### src/rtl/uart_rx_fifo.sv
// UART receiver with 3-sample majority voting, optional parity, 1-2 stop bits
// and a show-ahead receive FIFO (valid/ready pop, sticky overrun).
module uart_rx_fifo #(
    parameter int CLK_PER_BIT = 50,
    parameter int DATA_WIDTH  = 8,
    parameter int PARITY_MODE = 1,
    parameter int STOP_BITS   = 2,
    parameter int FIFO_DEPTH  = 4
) (
    input  logic                  clk,
    input  logic                  rst,
    input  logic                  rx_in,
    output logic [DATA_WIDTH-1:0] rx_data,
    output logic                  rx_parity_err,
    output logic                  rx_frame_err,
    output logic                  rx_valid,
    input  logic                  rx_ready,
    output logic                  overrun,
    input  logic                  overrun_clr,
    output logic                  busy
);
    localparam int MID  = (CLK_PER_BIT - 1) / 2;
    localparam int CW   = $clog2(CLK_PER_BIT);
    localparam int BW   = $clog2(DATA_WIDTH);
    localparam int AW   = $clog2(FIFO_DEPTH);
    localparam int NW   = AW + 1;
    localparam int EW   = DATA_WIDTH + 2;

    typedef enum logic [2:0] {IDLE, START, DATA, PARITY, STOP} state_t;

    state_t                state, state_d;
    logic                  sync1, s;
    logic [CW-1:0]         cnt;
    logic                  v0, v1, maj, vote_done;
    logic [BW-1:0]         bit_idx;
    logic                  stop_idx;
    logic [DATA_WIDTH-1:0] shreg;
    logic                  par_err, frm_err, armed;
    logic                  push, push_ferr, xor_all, par_bad;

    logic [EW-1:0]         mem [FIFO_DEPTH];
    logic [AW-1:0]         wr_ptr, rd_ptr;
    logic [NW-1:0]         count;
    logic                  full, do_pop, accept;
    logic [EW-1:0]         head;

    // Two-flop synchroniser; resets to the idle (high) line level.
    always_ff @(posedge clk) begin
        if (rst) begin
            sync1 <= 1'b1;
            s     <= 1'b1;
        end else begin
            sync1 <= rx_in;
            s     <= sync1;
        end
    end

    assign maj       = (v0 & v1) | (v0 & s) | (v1 & s);
    assign vote_done = (state != IDLE) && (cnt == CW'(MID + 1));
    assign push_ferr = frm_err | ~maj;
    assign xor_all   = (^shreg) ^ maj;
    assign par_bad   = (PARITY_MODE == 2) ? ~xor_all : xor_all;
    assign busy      = (state != IDLE);

    always_ff @(posedge clk) begin
        if (rst) state <= IDLE;
        else     state <= state_d;
    end

    always_comb begin
        state_d = state;
        push    = 1'b0;
        case (state)
            IDLE:   if (armed && !s) state_d = START;
            START:  if (vote_done) state_d = maj ? IDLE : DATA;
            DATA:   if (vote_done && bit_idx == BW'(DATA_WIDTH - 1))
                        state_d = (PARITY_MODE != 0) ? PARITY : STOP;
            PARITY: if (vote_done) state_d = STOP;
            STOP:   if (vote_done && stop_idx == 1'(STOP_BITS - 1)) begin
                        state_d = IDLE;
                        push    = 1'b1;
                    end
            default: state_d = IDLE;
        endcase
    end

    // Bit timing and frame datapath; the counter free-runs across bits.
    always_ff @(posedge clk) begin
        if (rst) begin
            cnt      <= '0;
            v0       <= 1'b1;
            v1       <= 1'b1;
            bit_idx  <= '0;
            stop_idx <= 1'b0;
            shreg    <= '0;
            par_err  <= 1'b0;
            frm_err  <= 1'b0;
            armed    <= 1'b1;
        end else begin
            if (state == IDLE)                   cnt <= '0;
            else if (cnt == CW'(CLK_PER_BIT - 1)) cnt <= '0;
            else                                 cnt <= cnt + CW'(1);

            if (cnt == CW'(MID - 1)) v0 <= s;
            if (cnt == CW'(MID))     v1 <= s;

            if (state == START) begin
                bit_idx  <= '0;
                stop_idx <= 1'b0;
                par_err  <= 1'b0;
                frm_err  <= 1'b0;
            end
            if (state == DATA && vote_done) begin
                shreg   <= {maj, shreg[DATA_WIDTH-1:1]};
                bit_idx <= bit_idx + BW'(1);
            end
            if (state == PARITY && vote_done) par_err <= par_bad;
            if (state == STOP && vote_done) begin
                frm_err  <= push_ferr;
                stop_idx <= ~stop_idx;
            end

            // A low stop bit may be a break: wait for the line to go high first.
            if (s)                       armed <= 1'b1;
            else if (push && push_ferr)  armed <= 1'b0;
        end
    end

    assign full   = (count == NW'(FIFO_DEPTH));
    assign do_pop = rx_valid && rx_ready;
    assign accept = push && (!full || do_pop);

    always_ff @(posedge clk) begin
        if (accept) mem[wr_ptr] <= {push_ferr, par_err, shreg};
    end

    always_ff @(posedge clk) begin
        if (rst) begin
            wr_ptr  <= '0;
            rd_ptr  <= '0;
            count   <= '0;
            overrun <= 1'b0;
        end else begin
            if (accept) wr_ptr <= wr_ptr + AW'(1);
            if (do_pop) rd_ptr <= rd_ptr + AW'(1);
            if (accept && !do_pop)      count <= count + NW'(1);
            else if (!accept && do_pop) count <= count - NW'(1);
            if (push && full && !do_pop) overrun <= 1'b1;
            else if (overrun_clr)        overrun <= 1'b0;
        end
    end

    assign head          = mem[rd_ptr];
    assign rx_valid      = (count != '0);
    assign rx_data       = rx_valid ? head[DATA_WIDTH-1:0] : '0;
    assign rx_parity_err = rx_valid & head[DATA_WIDTH];
    assign rx_frame_err  = rx_valid & head[DATA_WIDTH+1];
endmodule

### config.mk
export PLATFORM = sky130hd
export DESIGN_NAME = uart_rx_fifo
export DESIGN_NICKNAME = d
export VERILOG_FILES = /design/src/rtl/uart_rx_fifo.sv
export SDC_FILE = /design/constraint.sdc
export NUM_CORES = 1
export LEC_CHECK = 0
export BUFFER_PORTS_ARGS = -buffer_cell sky130_fd_sc_hd__buf_2
export CAP_MARGIN = 20
export CORE_MARGIN = 2
export CORE_UTILIZATION = 38
export DETAILED_ROUTE_END_ITERATION = 16
export GPL_TIMING_DRIVEN = 0
export SYNTH_ARGS = -nofsm -noshare
export SYNTH_HDL_FRONTEND = slang
export SYNTH_SLANG_ARGS = --single-unit
### constraint.sdc
create_clock -name clk -period 2.2 [get_ports clk]
set_input_delay 0.22 -clock clk [delete_from_list [all_inputs] [get_ports clk]]
set_output_delay 0.22 -clock clk [all_outputs]
set_load 0.01 [all_outputs]
==> results of run 1 <==
==> logic make-up (layout without fill, tap and decap cells) <==
family | Yosys count | count (layout)
and+or+nand+nor | 83 | 83
AOI/OAI and AO/OA | 23 | 23
muxes | 24 | 24
buffers and inverters | 23 | 60
adders and majority gates | 12 | 12
xor gates and xnor gates | 16 | 16
DFF | 78 | 78
==> state kept, by name (all words and copies together) (netlist names), named ones only <==
signal,flops
stop_idx,1
s,1
cnt,6
frm_err,1
overrun,1
armed,1
v0,1
count,3
wr_ptr,2
mem,40
sync1,1
shreg,8
v1,1
bit_idx,3
rd_ptr,2
par_err,1
state,3
==> where the power goes <==
group	switching [mW]	internal, mW	total, mW	leakage (nW)
Combinational	0.415	0.391	0.807	0.696
Sequential	0.0537	1.57	1.62	0.672
Clock	0.510	0.518	1.03	0.0973
==> cells in the final DEF, fill, tap and decap left out, types with 9 or more instances in the layout <==
master	count
edfxtp_1	40
xnor2_1	9
clkbuf_8	9
nor2_1	27
and2_1	14
mux4_2	10
buf_2	16
mux2i_1	14
dfxtp_1	30
==> synthesized netlist by cell type, types with 2 or more instances <==
master     count
edfxtp_1      40
dfxtp_1       38
nor2_1        27
and2_1        14
mux2i_1       14
inv_1         11
ha_1          10
mux4_2        10
xnor2_1        9
nand2_1        8
nand3_1        8
a21oi_1        7
clkbuf_1       6
xor2_1         6
buf_6          3
nor2b_1        3
nor3_1         3
or3_1          3
nand4bb_1      2
nor3b_1        2
nor4b_1        2
o21ai_0        2
o311ai_0       2
o31ai_1        2
or2_2          2
==> repair_timing <==
action / 4_1_cts / 5_1_grt
resized for setup: 9 / 6
hold endpoints to repair: 0 / 0
buffers inserted: 5 / 2
pin swaps: 3 / 5
setup endpoints to repair: 2 / 4
cloned: 0 / 0
==> through the flow <==
stage	power (mW)	setup TNS, ns
floorplan	2.17	-0.0277
global placement	2.43	-0.221
detailed placement	2.44	-0.258
CTS	3.49	0
global route	3.64	-0.0849
finish	3.45	0
==> worst max path at each step <==
stage	startpoint	to	slack (ns)	cells past startpoint
after floorplan	state[0]$_SDFFE_PP0P_	count[2]$_SDFFE_PP0P_	-0.03	8
after global placement	stop_idx$_SDFFE_PP0P_	count[2]$_SDFFE_PP0P_	-0.22	8
after detailed placement	stop_idx$_SDFFE_PP0P_	count[2]$_SDFFE_PP0P_	-0.25	8
after CTS	cnt[2]$_SDFF_PP0_	count[2]$_SDFFE_PP0P_	0.002	8
after global routing	cnt[1]$_SDFF_PP0_	count[2]$_SDFFE_PP0P_	-0.08	10
final	cnt[1]$_SDFF_PP0_	count[2]$_SDFFE_PP0P_	0.01	10
==> worst max-delay path: cells and delay by family, from the launching register on <==
| kind | cells | cell delay (ns) |
|---|---|---|
| adders and majority gates | 3 | 0.72 |
| and+or+nand+nor | 2 | 0.65 |
| DFF | 1 | 0.33 |
| xor gates and xnor gates | 1 | 0.15 |
| buffers and inverters | 3 | 0.14 |
| AOI/OAI and AO/OA | 1 | 0.12 |
==> routing by layer <==
layer | part of all wire, % | wire length [µm] | global-route usage (%) | vias up
met5 | 0 | 0 | 0 | -
li1 | - | - | - | 1001
met4 | 0.97 | 58 | 3.16 | 0
met3 | 3.7 | 220 | 5.73 | 6
met2 | 48 | 2860 | 21.1 | 28
met1 | 48 | 2840 | 16.7 | 926
==> final cells by class <==
cell class / instances / area, µm²
buffer: 11 / 71.3
clock buffer: 9 / 124
clock inverter: 6 / 61.3
fill: 806 / 4780
inverter: 11 / 43.8
multi-input combinational: 158 / 1360
sequential: 78 / 1970
tap: 108 / 135
timing repair buffer: 23 / 133
==> run summary, run 1 <==
outcome: finished, final reports clean
DRT iter0 DRCs: 82
CTS tree: done
hold buffers post-CTS: 0
worst r2r path cells: 10
I/O Buffers: 16
area post-placement: 3630 µm²
synth top area cells: edfxtp_1, dfxtp_1, mux4_2
Nets: 308
layout cells sized above 1: 25.0%
Hold Path Class: primary input to flop
Post-Syn Nets: 275
final setup margin: 0.0109 ns
largest family of logic cells by synthesized area: simple AND/OR/NAND/NOR gates
placed cells: 383
sequential-to-total area share from yosys stat: 58.1%
final global-route overflow total: 0
Post-Route Utilization: 44.9%
global-route wire length before repair: 9740 µm
n_diodes: 0
Final Setup Violations: 0
Netlist cell types: 50
Area growth syn-to-layout: 15.5%
CTS Buf Count: 9
maximum vdd drop: 501 µV
gpl congestion: 0.805
DRC Markers: 0
vias: 1961
Synth async-reset ratio: 0%
initial core utilization: 38.9%
relative slew slack: 56.6%
critical path launch point type: flop
pwr dens: 886 nW/µm²
yosys warns: 0
DP HPWL: 3950 µm
max incr delay on CP: 0.36 ns
H-tree depth: 3
clock skew: 0.00780 ns
# rows: 34
root buffer cell: clkbuf_8
post-synthesis adder-cell area fraction: 4.59%
slew at the pin with the worst max-slew slack: 0.642 ns
clk_lat worst skew: 0.35 ns
Routed WL: 5980 µm
#FFs+latches synth: 78
number of synthesized flops with an enable pin: 40
Arrival @ worst endpoint: 2.47 ns
cell count after synthesis: 259
routed length per instance: 14.8 µm
slowest CP cell: or3_1
minimum clock period: 2.19 ns
Yosys top cell by area: edfxtp_1
largest net degree at the start of global routing: 14
pre-CTS setup slack: -0.248 ns
Worst-path clk slew: 0.08 ns
die height: 98.3 µm
HP Start: rx_in
clk buf depth: 2
Syn Area/Cell: 13.0 µm²
Die W: 98.3 µm
LEAKAGE: 1.47 nW
f_max: 457 MHz
Design Area, Final: 3900 µm²
antenna-violating nets left: 0
Worst Path Max Fanout: 3
compound-gate portion of the synthesized area: 4.78%
cell breakdown of the critical path: inv_2 > ha_4 > inv_4 > nor4_4 > ha_2 > inv_2 > fa_2 > xor2_1 > or3_1 > a21oi_2
max-cap violation count: 0
CP Capture Type: flop
xor/xnor share of the synthesized area: 4.56%
CP Data Required Time: 2.49 ns
drt pass-1 iters: 4
io pins: 18
core area: 8680 µm²
WHS Endpoint: sync1$_SDFF_PP1_
final period utilization: 99.5%
Finished Layout Cells: 404
CTS sink cnt: 78
GRT Util Overall: 13.2%
Via density: 4.85
reg-to-reg endpoint: count[2]$_SDFFE_PP0P_
R2R Path Start: cnt[1]$_SDFF_PP0_
Reg2Reg Setup Slack: 0.01 ns
combined area of all synthesized cells: 3380 µm²
WS Path Type: flop to flop
max-slew violations: 0
ys flop type: edfxtp_1
Hold Crit Depth: 2
mux cell area share after synthesis: 10.8%
top cell type's share of synthesized area: 35.6%
Final Hold Viols: 0
initial antenna violation count: 0
die area: 9660 µm²
Min Hold Slack: 0.0482 ns
most frequent CP cell: inv_2
RSZ-0062 raised after global routing: yes
vias in the first global route: 1934
Simple-Gate Fraction of Synth Area: 13.8%
(Power assumes the default switching activity.)
==> inputs of run 2 (changes only) <==
--- a/config.mk
+++ b/config.mk
@@ -13,2 +13,3 @@
 export GPL_TIMING_DRIVEN = 0
+export SKIP_CTS_REPAIR_TIMING = 1
 export SYNTH_ARGS = -nofsm -noshare
==> constraint.sdc (replaced) <==
create_clock -name clk -period 2.2 [get_ports clk]
set_input_delay 0.33 -clock clk [delete_from_list [all_inputs] [get_ports clk]]
set_output_delay 0.33 -clock clk [all_outputs]
set_load 0.01 [all_outputs]
==> run 2 against run 1 <==
Effect of this change:
- the run now ends with negative setup slack left
- cell count decreased by 1.2%
- non-clock buffer count decreased by 5
- register-to-register slack lost 0.02 ns
- routed wire length fell by 1.5%
- combinational power about the same
- largest cell class unchanged
- worst setup slack worse by 0.025 ns
- die area stayed put
- global-route usage fell by 0.076 points
==> run summary, run 2 (same netlist as run 1, synthesis figures left out) <==
final global-route overflow total: 0 (unchanged)
commonest cells after routing, fill and taps aside: edfxtp_1, dfxtp_1, nor2_1 (unchanged)
Final Setup Violations: 1 (was 0)
die height: 98.3 µm (unchanged)
clk_lat worst skew: 0.35 ns (about the same)
Via density: 4.88 (was 4.85)
Largest Register: mem (unchanged)
H-tree depth: 3 (unchanged)
Final Hold Viols: 0 (unchanged)
Die W: 98.3 µm (unchanged)
drt pass-1 iters: 4 (unchanged)
max-cap violation count: 0 (unchanged)
Reg2Reg Setup Slack: -0.01 ns (was 0.01 ns)
sequential share of power: 46.9% (about the same)
initial core utilization: 38.9% (unchanged)
clock skew: 0.00673 ns (was 0.00780 ns)
Clk network pwr share: 29.7% (was 29.8%)
commonest non-fill, non-tap cell in the layout: edfxtp_1 (unchanged)
Nets: 303 (was 308)
WS Path Type: flop to flop (unchanged)
pwr dens: 894 nW/µm² (was 886 nW/µm²)
R2R Path Start: count[0]$_SDFFE_PP0P_ (was cnt[1]$_SDFF_PP0_)
global-route wire length before repair: 9670 µm (was 9740 µm)
Area growth syn-to-layout: 14.5% (was 15.5%)
placed cells: 383 (unchanged)
clk buf depth: 2 (unchanged)
LEAKAGE: 1.44 nW (was 1.47 nW)
Worst-path clk slew: 0.08 ns (about the same)
biggest regs: mem: 40 flops, shreg: 8 flops, cnt: 6 flops (unchanged)
routed length per instance: 14.8 µm (about the same)
root buffer cell: clkbuf_8 (unchanged)
DP HPWL: 3950 µm (unchanged)
CTS sink cnt: 78 (unchanged)
initial antenna violation count: 0 (unchanged)
critical path launch point type: flop (unchanged)
fillcell total: 813 (was 806)
CP Data Required Time: 2.49 ns (about the same)
vias: 1948 (was 1961)
GRT Util Overall: 13.1% (was 13.2%)
I/O Buffers: 16 (unchanged)
final period utilization: 101% (was 99.5%)
pre-CTS setup slack: -0.248 ns (unchanged)
vias in the first global route: 1897 (was 1934)
CTS tree: done (unchanged)
CP Capture Type: flop (unchanged)
n_diodes: 0 (unchanged)
die area: 9660 µm² (unchanged)
core area: 8680 µm² (unchanged)
Hold Path Class: primary input to flop (unchanged)
f_max: 452 MHz (was 457 MHz)
layout cells sized above 1: 23.0% (was 25.0%)
reg-to-reg endpoint: count[2]$_SDFFE_PP0P_ (unchanged)
switch share: 28.4% (about the same)
DRC Markers: 0 (unchanged)
outcome: finished, violations left (was finished, final reports clean)
gpl congestion: 0.805 (unchanged)
failing checks: negative setup slack
largest net degree at the start of global routing: 14 (unchanged)
# rows: 34 (unchanged)
HP Start: rx_in (unchanged)
Finished Layout Cells: 399 (was 404)
WHS Endpoint: sync1$_SDFF_PP1_ (unchanged)
max-slew violations: 0 (unchanged)
worst r2r path cells: 8 (was 10)
CP startpoint: count[0]$_SDFFE_PP0P_ (was cnt[1]$_SDFF_PP0_)
antenna-violating nets left: 0 (unchanged)
relative slew slack: 62.7% (was 56.6%)
final setup margin: -0.0138 ns (was 0.0109 ns)
RSZ-0062 raised after global routing: yes (unchanged)
Psw: 0.981 mW (was 0.979 mW)
Largest register FFs: 40 (unchanged)
minimum clock period: 2.21 ns (was 2.19 ns)
Hold Crit Depth: 2 (unchanged)
Internal Power: 2.47 mW (about the same)
Logic pwr share: 23.4% (about the same)
maximum vdd drop: 500 µV (was 501 µV)
DRT iter0 DRCs: 91 (was 82)
Worst Path Max Fanout: 4 (was 3)
CTS Buf Count: 9 (unchanged)
slew at the pin with the worst max-slew slack: 0.560 ns (was 0.642 ns)
Routed WL: 5890 µm (was 5980 µm)
io pins: 18 (unchanged)
Arrival @ worst endpoint: 2.50 ns (was 2.47 ns)
-- run 2: cell count changes in the layout (fill, tap and decap cells not counted) --
cell,delta
buf_4,-4
dfxtp_2,-3
dfxtp_1,+2
clkbuf_4,-1
dfxtp_4,+1
inv_1,+1
inv_4,-1
nor4b_1,-1
nor4b_2,+1
-- run 2: worst max-delay path by stage --
stage                       endpoint  slack (ns)  cells after the start
2_1_floorplan  count[2]$_SDFFE_PP0P_       -0.03                      8
3_3_place_gp   count[2]$_SDFFE_PP0P_       -0.22                      8
3_5_place_dp   count[2]$_SDFFE_PP0P_       -0.25                      8
4_1_cts        count[2]$_SDFFE_PP0P_       -0.27                      8
5_1_grt        count[2]$_SDFFE_PP0P_       -0.11                     10
6_report       count[2]$_SDFFE_PP0P_       -0.01                      8
-- run 2: layout make-up --
| cell class | count | area [µm²] | share of cell area, % |
|---|---|---|---|
| flip-flops and latches | 78 | 1970 | 51.0 |
| clock buffers | 9 | 124 | 3.20 |
| inverters | 11 | 41.3 | 1.07 |
| clock inverters | 6 | 61.3 | 1.59 |
| plain buffers | 11 | 71.3 | 1.84 |
| multi-input cells | 158 | 1370 | 35.3 |
| repair buffers | 18 | 95.1 | 2.46 |
| well taps | 108 | 135 | 3.50 |
-- run 2: per-layer routing --
layer	up-vias	track usage (%)	wire (µm)
li1	989	-	-
met4	0	3.16	62
met5	-	0	0
met2	34	20.8	2830
met3	6	5.73	230
met1	919	16.7	2770
-- run 2: worst max-delay path: stages (launching register included) --
cell     delay [ns]
dfxtp_1        0.38
or3_4          0.44
nand2_1        0.12
ha_2           0.19
inv_1          0.06
fa_2           0.34
xor2_1         0.17
or3_1          0.32
a21oi_2        0.12
-- run 2: through the flow --
| stage | util, % | total power [mW] | setup TNS [ns] | hold WS, ns | cell area, µm² |
|---|---|---|---|---|---|
| floorplan | - | 2.17 | -0.0277 | 0.389 | 3420 |
| global placement | 41.9 | 2.43 | -0.221 | 0.394 | 3630 |
| detailed placement | 41.9 | 2.44 | -0.304 | 0.398 | 3630 |
| CTS | 44.0 | 3.46 | -0.632 | 0.143 | 3820 |
| global route | 44.6 | 3.64 | -0.113 | 0.136 | 3870 |
| finish | 44.6 | 3.45 | -0.0138 | 0.158 | 3870 |
-- run 2: power by group through the flow --
stage / registers, mW / logic, mW / clock network, mW
floorplan: 1.63 / 0.536 / 0
finish: 1.62 / 0.809 / 1.03
global placement: 1.64 / 0.792 / 0
CTS: 1.61 / 0.803 / 1.06
detailed placement: 1.64 / 0.800 / 0
global route: 1.63 / 0.891 / 1.12
